--- src/rtl/alu_pkg.sv ---
// Shared ALU definitions: opcode encodings, RV32I field constants and the
// instruction-to-ALUop decode used by the decode stage and the ALU.
package alu_pkg;

  localparam logic [3:0] ALU_ADD     = 4'b1001;
  localparam logic [3:0] ALU_SUB     = 4'b0001;
  localparam logic [3:0] ALU_XOR     = 4'b0010;
  localparam logic [3:0] ALU_OR      = 4'b0011;
  localparam logic [3:0] ALU_AND     = 4'b0100;
  localparam logic [3:0] ALU_SLL     = 4'b0101;
  localparam logic [3:0] ALU_SRL     = 4'b1101;
  localparam logic [3:0] ALU_DEFAULT = 4'b1111;

  localparam logic [6:0] OP_R = 7'b0110011;
  localparam logic [6:0] OP_I = 7'b0010011;

  localparam logic [2:0] F3_ADD = 3'b000;
  localparam logic [2:0] F3_SLL = 3'b001;
  localparam logic [2:0] F3_XOR = 3'b100;
  localparam logic [2:0] F3_SRL = 3'b101;
  localparam logic [2:0] F3_OR  = 3'b110;
  localparam logic [2:0] F3_AND = 3'b111;

  localparam logic [6:0] F7_BASE = 7'b0000000;
  localparam logic [6:0] F7_SUB  = 7'b0100000;

  // Where operand B comes from.
  typedef enum logic [1:0] {
    SRC_REG   = 2'd0,
    SRC_SIMM  = 2'd1,
    SRC_SHAMT = 2'd2
  } src_e;

  typedef struct packed {
    logic [3:0] aluop;
    logic       illegal;
    src_e       src2;
  } dec_t;

  // Anything not explicitly recognised falls through to ALU_DEFAULT/illegal.
  function automatic dec_t decode_op(input logic [31:0] inst);
    logic [6:0] opc;
    logic [6:0] f7;
    logic [2:0] f3;
    dec_t       d;
    opc     = inst[6:0];
    f3      = inst[14:12];
    f7      = inst[31:25];
    d.aluop = ALU_DEFAULT;
    d.src2  = SRC_REG;
    if (opc == OP_R) begin
      if (f7 == F7_BASE) begin
        case (f3)
          F3_ADD:  d.aluop = ALU_ADD;
          F3_XOR:  d.aluop = ALU_XOR;
          F3_OR:   d.aluop = ALU_OR;
          F3_AND:  d.aluop = ALU_AND;
          F3_SLL:  d.aluop = ALU_SLL;
          F3_SRL:  d.aluop = ALU_SRL;
          default: d.aluop = ALU_DEFAULT;
        endcase
      end else if (f7 == F7_SUB && f3 == F3_ADD) begin
        d.aluop = ALU_SUB;
      end
    end else if (opc == OP_I) begin
      case (f3)
        F3_ADD: begin d.aluop = ALU_ADD; d.src2 = SRC_SIMM; end
        F3_XOR: begin d.aluop = ALU_XOR; d.src2 = SRC_SIMM; end
        F3_OR:  begin d.aluop = ALU_OR;  d.src2 = SRC_SIMM; end
        F3_AND: begin d.aluop = ALU_AND; d.src2 = SRC_SIMM; end
        F3_SLL: if (f7 == F7_BASE) begin d.aluop = ALU_SLL; d.src2 = SRC_SHAMT; end
        F3_SRL: if (f7 == F7_BASE) begin d.aluop = ALU_SRL; d.src2 = SRC_SHAMT; end
        default: d.aluop = ALU_DEFAULT;
      endcase
    end
    d.illegal = (d.aluop == ALU_DEFAULT);
    return d;
  endfunction

endpackage

--- src/rtl/regfile.sv ---
// Integer register file: two combinational read ports, one synchronous
// write port, x0 hardwired to zero.
module regfile
  import alu_pkg::*;
#(
  parameter int XLEN  = 32,
  parameter int NREGS = 32,
  parameter int AW    = $clog2(NREGS)
) (
  input  logic            clk,
  input  logic            rst_n,
  input  logic [AW-1:0]   ra1,
  input  logic [AW-1:0]   ra2,
  output logic [XLEN-1:0] rd1,
  output logic [XLEN-1:0] rd2,
  input  logic            we,
  input  logic [AW-1:0]   wa,
  input  logic [XLEN-1:0] wd
);

  logic [XLEN-1:0] regs [NREGS];

  // Write port; writes to x0 are dropped so x0 stays zero.
  always_ff @(posedge clk or negedge rst_n) begin
    if (!rst_n) begin
      for (int i = 0; i < NREGS; i++) regs[i] <= '0;
    end else if (we && wa != '0) begin
      regs[wa] <= wd;
    end
  end

  assign rd1 = (ra1 == '0) ? '0 : regs[ra1];
  assign rd2 = (ra2 == '0) ? '0 : regs[ra2];

endmodule

--- src/rtl/alu_decode_stage.sv ---
// Decode / operand-fetch stage in front of the ALU. Decode and operand
// selection are combinational into a single skid-free output register.
module alu_decode_stage
  import alu_pkg::*;
#(
  parameter int XLEN  = 32,
  parameter int NREGS = 32,
  parameter int AW    = $clog2(NREGS)
) (
  input  logic            clk,
  input  logic            rst_n,
  input  logic            in_valid,
  output logic            in_ready,
  input  logic [31:0]     in_inst,
  input  logic            wb_en,
  input  logic [AW-1:0]   wb_rd,
  input  logic [XLEN-1:0] wb_data,
  output logic            out_valid,
  input  logic            out_ready,
  output logic [XLEN-1:0] rs1,
  output logic [XLEN-1:0] rs2,
  output logic [3:0]      ALUop,
  output logic [AW-1:0]   rd,
  output logic            illegal
);

  function automatic logic [XLEN-1:0] sext12(input logic [11:0] v);
    return {{(XLEN-12){v[11]}}, v};
  endfunction

  function automatic logic [XLEN-1:0] zext5(input logic [4:0] v);
    return {{(XLEN-5){1'b0}}, v};
  endfunction

  logic [AW-1:0]   ra1, ra2, rdi;
  logic [XLEN-1:0] rf1, rf2, opa, opb;
  logic [XLEN-1:0] rs1_d, rs2_d;
  logic [AW-1:0]   rd_d;
  dec_t            dec;

  logic            vld_p0;
  logic [XLEN-1:0] rs1_p0, rs2_p0;
  logic [3:0]      aluop_p0;
  logic [AW-1:0]   rd_p0;
  logic            ill_p0;

  assign ra1 = in_inst[15 +: AW];
  assign ra2 = in_inst[20 +: AW];
  assign rdi = in_inst[7 +: AW];
  assign dec = decode_op(in_inst);

  regfile #(.XLEN(XLEN), .NREGS(NREGS), .AW(AW)) u_rf (
    .clk   (clk),
    .rst_n (rst_n),
    .ra1   (ra1),
    .ra2   (ra2),
    .rd1   (rf1),
    .rd2   (rf2),
    .we    (wb_en),
    .wa    (wb_rd),
    .wd    (wb_data)
  );

  // Operand fetch with same-cycle writeback bypass, then squash on illegal.
  always_comb begin
    opa   = rf1;
    opb   = rf2;
    rs1_d = '0;
    rs2_d = '0;
    rd_d  = '0;
    if (wb_en && wb_rd != '0 && wb_rd == ra1) opa = wb_data;
    if (wb_en && wb_rd != '0 && wb_rd == ra2) opb = wb_data;
    if (!dec.illegal) begin
      rs1_d = opa;
      rd_d  = rdi;
      case (dec.src2)
        SRC_SIMM:  rs2_d = sext12(in_inst[31:20]);
        SRC_SHAMT: rs2_d = zext5(in_inst[24:20]);
        default:   rs2_d = opb;
      endcase
    end
  end

  assign in_ready = !vld_p0 || out_ready;

  // ---- stage p0: bundle register toward the ALU ----
  // Load on every accept; hold everything while the ALU stalls.
  always_ff @(posedge clk or negedge rst_n) begin
    if (!rst_n) begin
      vld_p0   <= 1'b0;
      rs1_p0   <= '0;
      rs2_p0   <= '0;
      aluop_p0 <= ALU_DEFAULT;
      rd_p0    <= '0;
      ill_p0   <= 1'b0;
    end else if (in_ready) begin
      vld_p0 <= in_valid;
      if (in_valid) begin
        rs1_p0   <= rs1_d;
        rs2_p0   <= rs2_d;
        aluop_p0 <= dec.aluop;
        rd_p0    <= rd_d;
        ill_p0   <= dec.illegal;
      end
    end
  end

  assign out_valid = vld_p0;
  assign rs1       = rs1_p0;
  assign rs2       = rs2_p0;
  assign ALUop     = aluop_p0;
  assign rd        = rd_p0;
  assign illegal   = ill_p0;

endmodule

--- config.mk ---
export PLATFORM = sky130hd
export DESIGN_NAME = alu_decode_stage
export DESIGN_NICKNAME = d
export VERILOG_FILES = /design/src/rtl/alu_pkg.sv /design/src/rtl/regfile.sv /design/src/rtl/alu_decode_stage.sv
export SDC_FILE = /design/constraint.sdc
export NUM_CORES = 2
export LEC_CHECK = 0
export CAP_MARGIN = 20
export CORE_ASPECT_RATIO = 1.1
export CORE_MARGIN = 1.5
export CORE_UTILIZATION = 56
export CTS_CLUSTER_DIAMETER = 100
export DETAILED_ROUTE_END_ITERATION = 8
export GPL_ROUTABILITY_DRIVEN = 0
export PLACE_DENSITY = 0.74
export SLEW_MARGIN = 25
export SYNTH_ARGS = -nofsm -noshare
export SYNTH_HDL_FRONTEND = slang
export SYNTH_SLANG_ARGS = --single-unit
--- constraint.sdc ---
create_clock -name clk -period 1.8 [get_ports clk]
set_input_delay 0.18 -clock clk [delete_from_list [all_inputs] [get_ports clk]]
set_output_delay 0.18 -clock clk [all_outputs]
set_load 0.05 [all_outputs]
== After elaboration in Yosys (flattened, before gate mapping) ==
Cells that the tools add are included.
Word-level totals
  bits in registers: 1099
  output and inout port bits: 76
  logic and storage cells: 102
Cells by class
  $lt $le $gt $ge: 4
  equality and inequality tests: 13
  muxes and demuxes: 29
  bitwise logic cells: 3
  reductions and logical operators: 15
Operators by type and width (number)
  $bwmux W1024: 1
  $mux W32: 11
  $bmux W32 S5: 2
  $demux W32 S5: 1
  $pmux W32 S2: 1
  $pmux W4 S6: 2
  $mux W4: 5
  $ge A6 B6 Y1 const B: 3
  $not A5 Y6: 3
  $eq A7 B6 Y1 const B: 2
  $eq A3 B3 Y1 const B: 4
  $eq A5 B5 Y1: 2
  $logic_not A5 Y1: 2
  $mux W2: 4
  $eq A7 B5 Y1 const B: 1
  $logic_not A7 Y1: 1
  $lt A6 B1 Y1 const B: 1
  $logic_and A1 B1 Y1: 5
  $mux W5: 1
  $reduce_bool A5 Y1: 1
  $eq A4 B4 Y1 const B: 1
  $pmux W2 S2: 1
  $reduce_or A4 Y1: 1
  $eq A3 B1 Y1 const B: 1
  other kinds (7): 7

== Longest topological paths before layout ==
  depth after elaboration: 8
  mapped depth: 12
  gate-level depth less buffers: 10

== Hierarchy ==
Synthesis repeated with hierarchy kept, for this count alone.
Unflattened totals
  cells, all modules: 4047
  area, all modules: 58404.8 µm²
By module, submodules not included
  regfile: instances 1, cells each 3621, area an instance 54369.6 µm², sequential area each 25624.6 µm²
  alu_decode_stage: instances 1, cells each 426, area an instance 4035.1 µm², sequential area each 1881.8 µm²

== Least setup slack after synthesis ==
OpenSTA, ideal clock, no wires.
  path type: input to register
  start: input in_inst[3]
  end: register rs2_p0[27] (netlist: rs2[27])
  arrival time: 2751 ps
  required time: 1680 ps
  path slack: -1072 ps
  cell stages on the path: 9
  buffers on the path: 3
  cell sequence: nor4bb_1 -> nand2_1 -> or4_1 -> ha_1 -> clkbuf_1 -> clkbuf_1 -> clkbuf_1 -> o2111ai_1 -> a31o_2
Between the ends
  cells in the longest elaborated chain, start to end: 6
Ends and longest elaborated chain
  start: declaration: line alu_decode_stage.sv:14  | input logic [31:0] in_inst,
  $eq A7 B5 Y1: line alu_pkg.sv:65  | end else if (opc == OP_I) begin
  $mux W2: line alu_pkg.sv:65
  $mux W2: line alu_pkg.sv:51  | if (opc == OP_R) begin
  $eq A2 B2 Y1 / $eq A2 B1 Y1 (equally long branches): line alu_decode_stage.sv:76  | case (dec.src2)
  $pmux W32 S2: line alu_decode_stage.sv:76
  $mux W32 *: line alu_decode_stage.sv:73  | if (!dec.illegal) begin
  end signal: assignment: line alu_decode_stage.sv:100  | rs2_p0 <= rs2_d;
  end: declaration: line alu_decode_stage.sv:42  | logic [XLEN-1:0] rs1_p0, rs2_p0;
Mark *: on every way between the ends. The rest lies on a longest branch, timed or not.
A chain may end at the register's enable or synchronous reset.

== Worst setup path after layout ==
  start: register u_rf.regs[164] (netlist name)
  end: register rs2_p0[4] (netlist: rs2[4])
Between the ends
  cells in the longest elaborated chain, start to end: 7
Ends and longest elaborated chain
  start: declaration: line regfile.sv:21  | logic [XLEN-1:0] regs [NREGS];
  start signal: indexed assignment: line regfile.sv:28  | regs[wa] <= wd;
  $bmux W32 S5: line regfile.sv:33  | assign rd2 = (ra2 == '0) ? '0 : regs[ra2];
  $mux W32 (implied by the code) (2 in series): line regfile.sv:33
  $mux W32: line regfile.sv:33
  $mux W32: line alu_decode_stage.sv:72  | if (wb_en && wb_rd != '0 && wb_rd == ra2) opb = wb_data;
  $pmux W32 S2: line alu_decode_stage.sv:76
  $mux W32: line alu_decode_stage.sv:73
No other way between the ends. The select of a mux whose other input is x is not followed.

==> out/metrics.cfg <==
[worst_setup_path]
worst_setup_path_end_kind=flop
required_ns=2.40
crit_type=flop to flop
cp_max_fo=3
arrival_ns=2.82
cp-start-kind=flop

[routing]
dr.pass1.iters=8
num_vias=42900
wl_um=198000
via_per_inst=6.90
drc=0
dr.first_iter.drc_count=5277
wl_per_cell_um=31.9
ant_nets=0

[clock_network]
worstSkewPairLatency_ns=0.74
clock_sinks=1099
clockBufferDepth=3
cts_buffers=113
cts_tree=yes
clk_pin_slew_ns=0.06
htreeDepth=3
root_buffer=clkbuf_16

[timing]
skew_ns=0.0297
slew_headroom=0.468
finalSetupViolCount=61
fin_crit_sh=1.24
setup_slack_ns=-0.424
fin_crit_ns=2.22
rsz0062_at_grt=yes
maxSlewViolCount=0
tightest_slew_ns=0.796
hold_violations=0
clock.fmax_ghz=0.450

[hold_path]
hold_class=primary input to flop

[logic_synthesis]
yosysTopAreaCellShare=0.476
syn_area_per_cell_um2=14.8
synth_flop_cell=dfrtp_1
synth_most_common_cell=dfrtp_1
ys_types=65
netlist_top_cells_count=dfrtp_1, mux2_2, mux4_2
syn_area_um2=57500
synth_warnings=0
ys_seq_area_frac=0.478
async_flop_share=1.00
yosys.area.top_type=dfrtp_1
synthTopCellsByArea=dfrtp_1, mux2_2, mux4_2
synthCells=3885
ys_ff_latch=1099
synthesis.nets=3961
synth_edf_count=0

[status]
violations=negative setup slack
status=finished with violations

[power_and_ir_drop]
powerDensity_nw_per_um2=1020
p_total_uw=75600
p_leak_uw=0.0332
peakVddDrop_v=0.000944

[final_layout]
area.sequential_um2=27500
multiInputGateArea_um2=29400
nFillCells=6220
syn2layout_area_growth_pct=29.2
drive_gt1_frac=0.630
fin_cells=6215
nNetsFinal=4820

[floorplanning]
dieArea_um2=105000
pin_count=150
die_x_um=309
core-area_um2=102000
initial_core_util=0.564
die_h_um=339
rows=123

[place]
dp.cells=5938
dp_hpwl_um=128000
port_buffers=149

[global_routing]
grt_antenna_before_repair=1
grt_remaining_overflow=0
grt_usage=0.381
first_global_vias=44300
grt_max_degree=99
grt_pass1_wl_um=292000

[job]
maxCapViolations=0

-- cell type report --
| type | instances | share of cell area |
|---|---|---|
| antenna | 2 | 0.0000674 |
| clock buffer | 167 | 0.0451 |
| clock inverter | 42 | 0.00583 |
| inverter | 8 | 0.000792 |
| multi-input combinational | 2336 | 0.396 |
| sequential | 1099 | 0.370 |
| tap | 1375 | 0.0232 |
| timing repair buffer | 1186 | 0.158 |
-- critical path, stage by stage, from the launching register on --
cell and delay, ns:
dfrtp_1 0.40, mux4_2 0.47, mux4_2 0.52, o22ai_2 0.18, buf_6 0.14, a2111oi_2 0.05
a311oi_1 0.26, o21ai_1 0.09
-- power by group --
group / leakage, µW / total [µW] / switching (µW) / internal, µW
logic: 0.0172 / 19200 / 7360 / 11900
registers: 0.0142 / 32200 / 3140 / 29100
clock network: 0.00186 / 24200 / 10400 / 13700
-- routing by layer --
| layer | vias up | part of all wire | global-route usage |
|---|---|---|---|
| met5 | - | 0.000066 | 0 |
| met2 | 2837 | 0.46 | 0.570 |
| met4 | 2 | 0.059 | 0.209 |
| li1 | 16800 | - | - |
| met1 | 22500 | 0.37 | 0.511 |
| met3 | 688 | 0.11 | 0.0975 |
-- flip-flops by register name (all words and copies together) (netlist names) --
| register | cells |
|---|---|
| ALUop | 4 |
| illegal | 1 |
| out_valid | 1 |
| rd | 5 |
| rs1 | 32 |
| rs2 | 32 |
| u_rf.regs | 1024 |
-- final timing paths --
kind | to | from | slack [ns] | cells after the start
min reg2reg | u_rf.regs[1022] | u_rf.regs[1022] | 0.39 | 0
min | rd[0] | in_inst[7] | 0.06 | 2
max | rs2[4] | u_rf.regs[164] | -0.42 | 7
min in group asynchronous | ALUop[0] | rst_n | 0.17 | 2
max in group asynchronous | rs2[6] | rst_n | 0.39 | 3
max reg2reg | rs2[4] | u_rf.regs[164] | -0.42 | 7
-- layout by cell type (no fill, tap or decap), drive strengths merged, types with 24 or more instances in the layout --
| cell | n |
|---|---|
| mux2 | 1028 |
| clkdlybuf4s50 | 45 |
| nor2 | 35 |
| clkdlybuf4s15 | 33 |
| nand2 | 200 |
| a22oi | 137 |
| o22ai | 42 |
| o21ai | 41 |
| dfrtp | 1095 |
| mux2i | 73 |
| a22o | 29 |
| mux4 | 496 |
| a222oi | 32 |
| buf | 1081 |
| clkbuf | 181 |
| clkinv | 26 |
| a21oi | 24 |
-- logic make-up (layout without fill, tap and decap cells) --
logic type               count (synthesis)  count (layout)  share of synthesized area
other                                    0               2                          0
adder cells (fa/ha/maj)                  2               2                   0.000435
multiplexers                          1597            1597                      0.408
XOR/XNOR                                11              11                    0.00168
AND/OR/NAND/NOR                        341             341                     0.0268
flip-flops                            1099            1099                      0.478
AO/OA/AOI/OAI                          385             385                     0.0506
buffers and inverters                  450            1403                     0.0340
-- per-stage QoR --
stage | hold slack (ns) | setup WS [ns] | util | cell area, µm² | setup TNS [ns]
finish | 0.0607 | -0.424 | 0.728 | 74300 | -7.35
global route | 0.0569 | -0.458 | 0.728 | 74300 | -10.68
CTS | 0.0514 | -0.488 | 0.720 | 73500 | -5.62
detailed placement | 0.0983 | -1.16 | 0.671 | 68500 | -618.34
global placement | 0.0935 | -1.10 | 0.671 | 68400 | -597.15
floorplan | -0.116 | -0.662 | - | 58000 | -17.59
-- repair_timing --
item	CTS	global route
endpoints found under the setup margin	111	79
gates cloned	4	1
buffers inserted	39	34
pin swaps	123	120
hold buffers	2	0
resized for setup	325	157
hold endpoints to repair	969	0
Note: power is estimated with default switching activity, not from simulation.
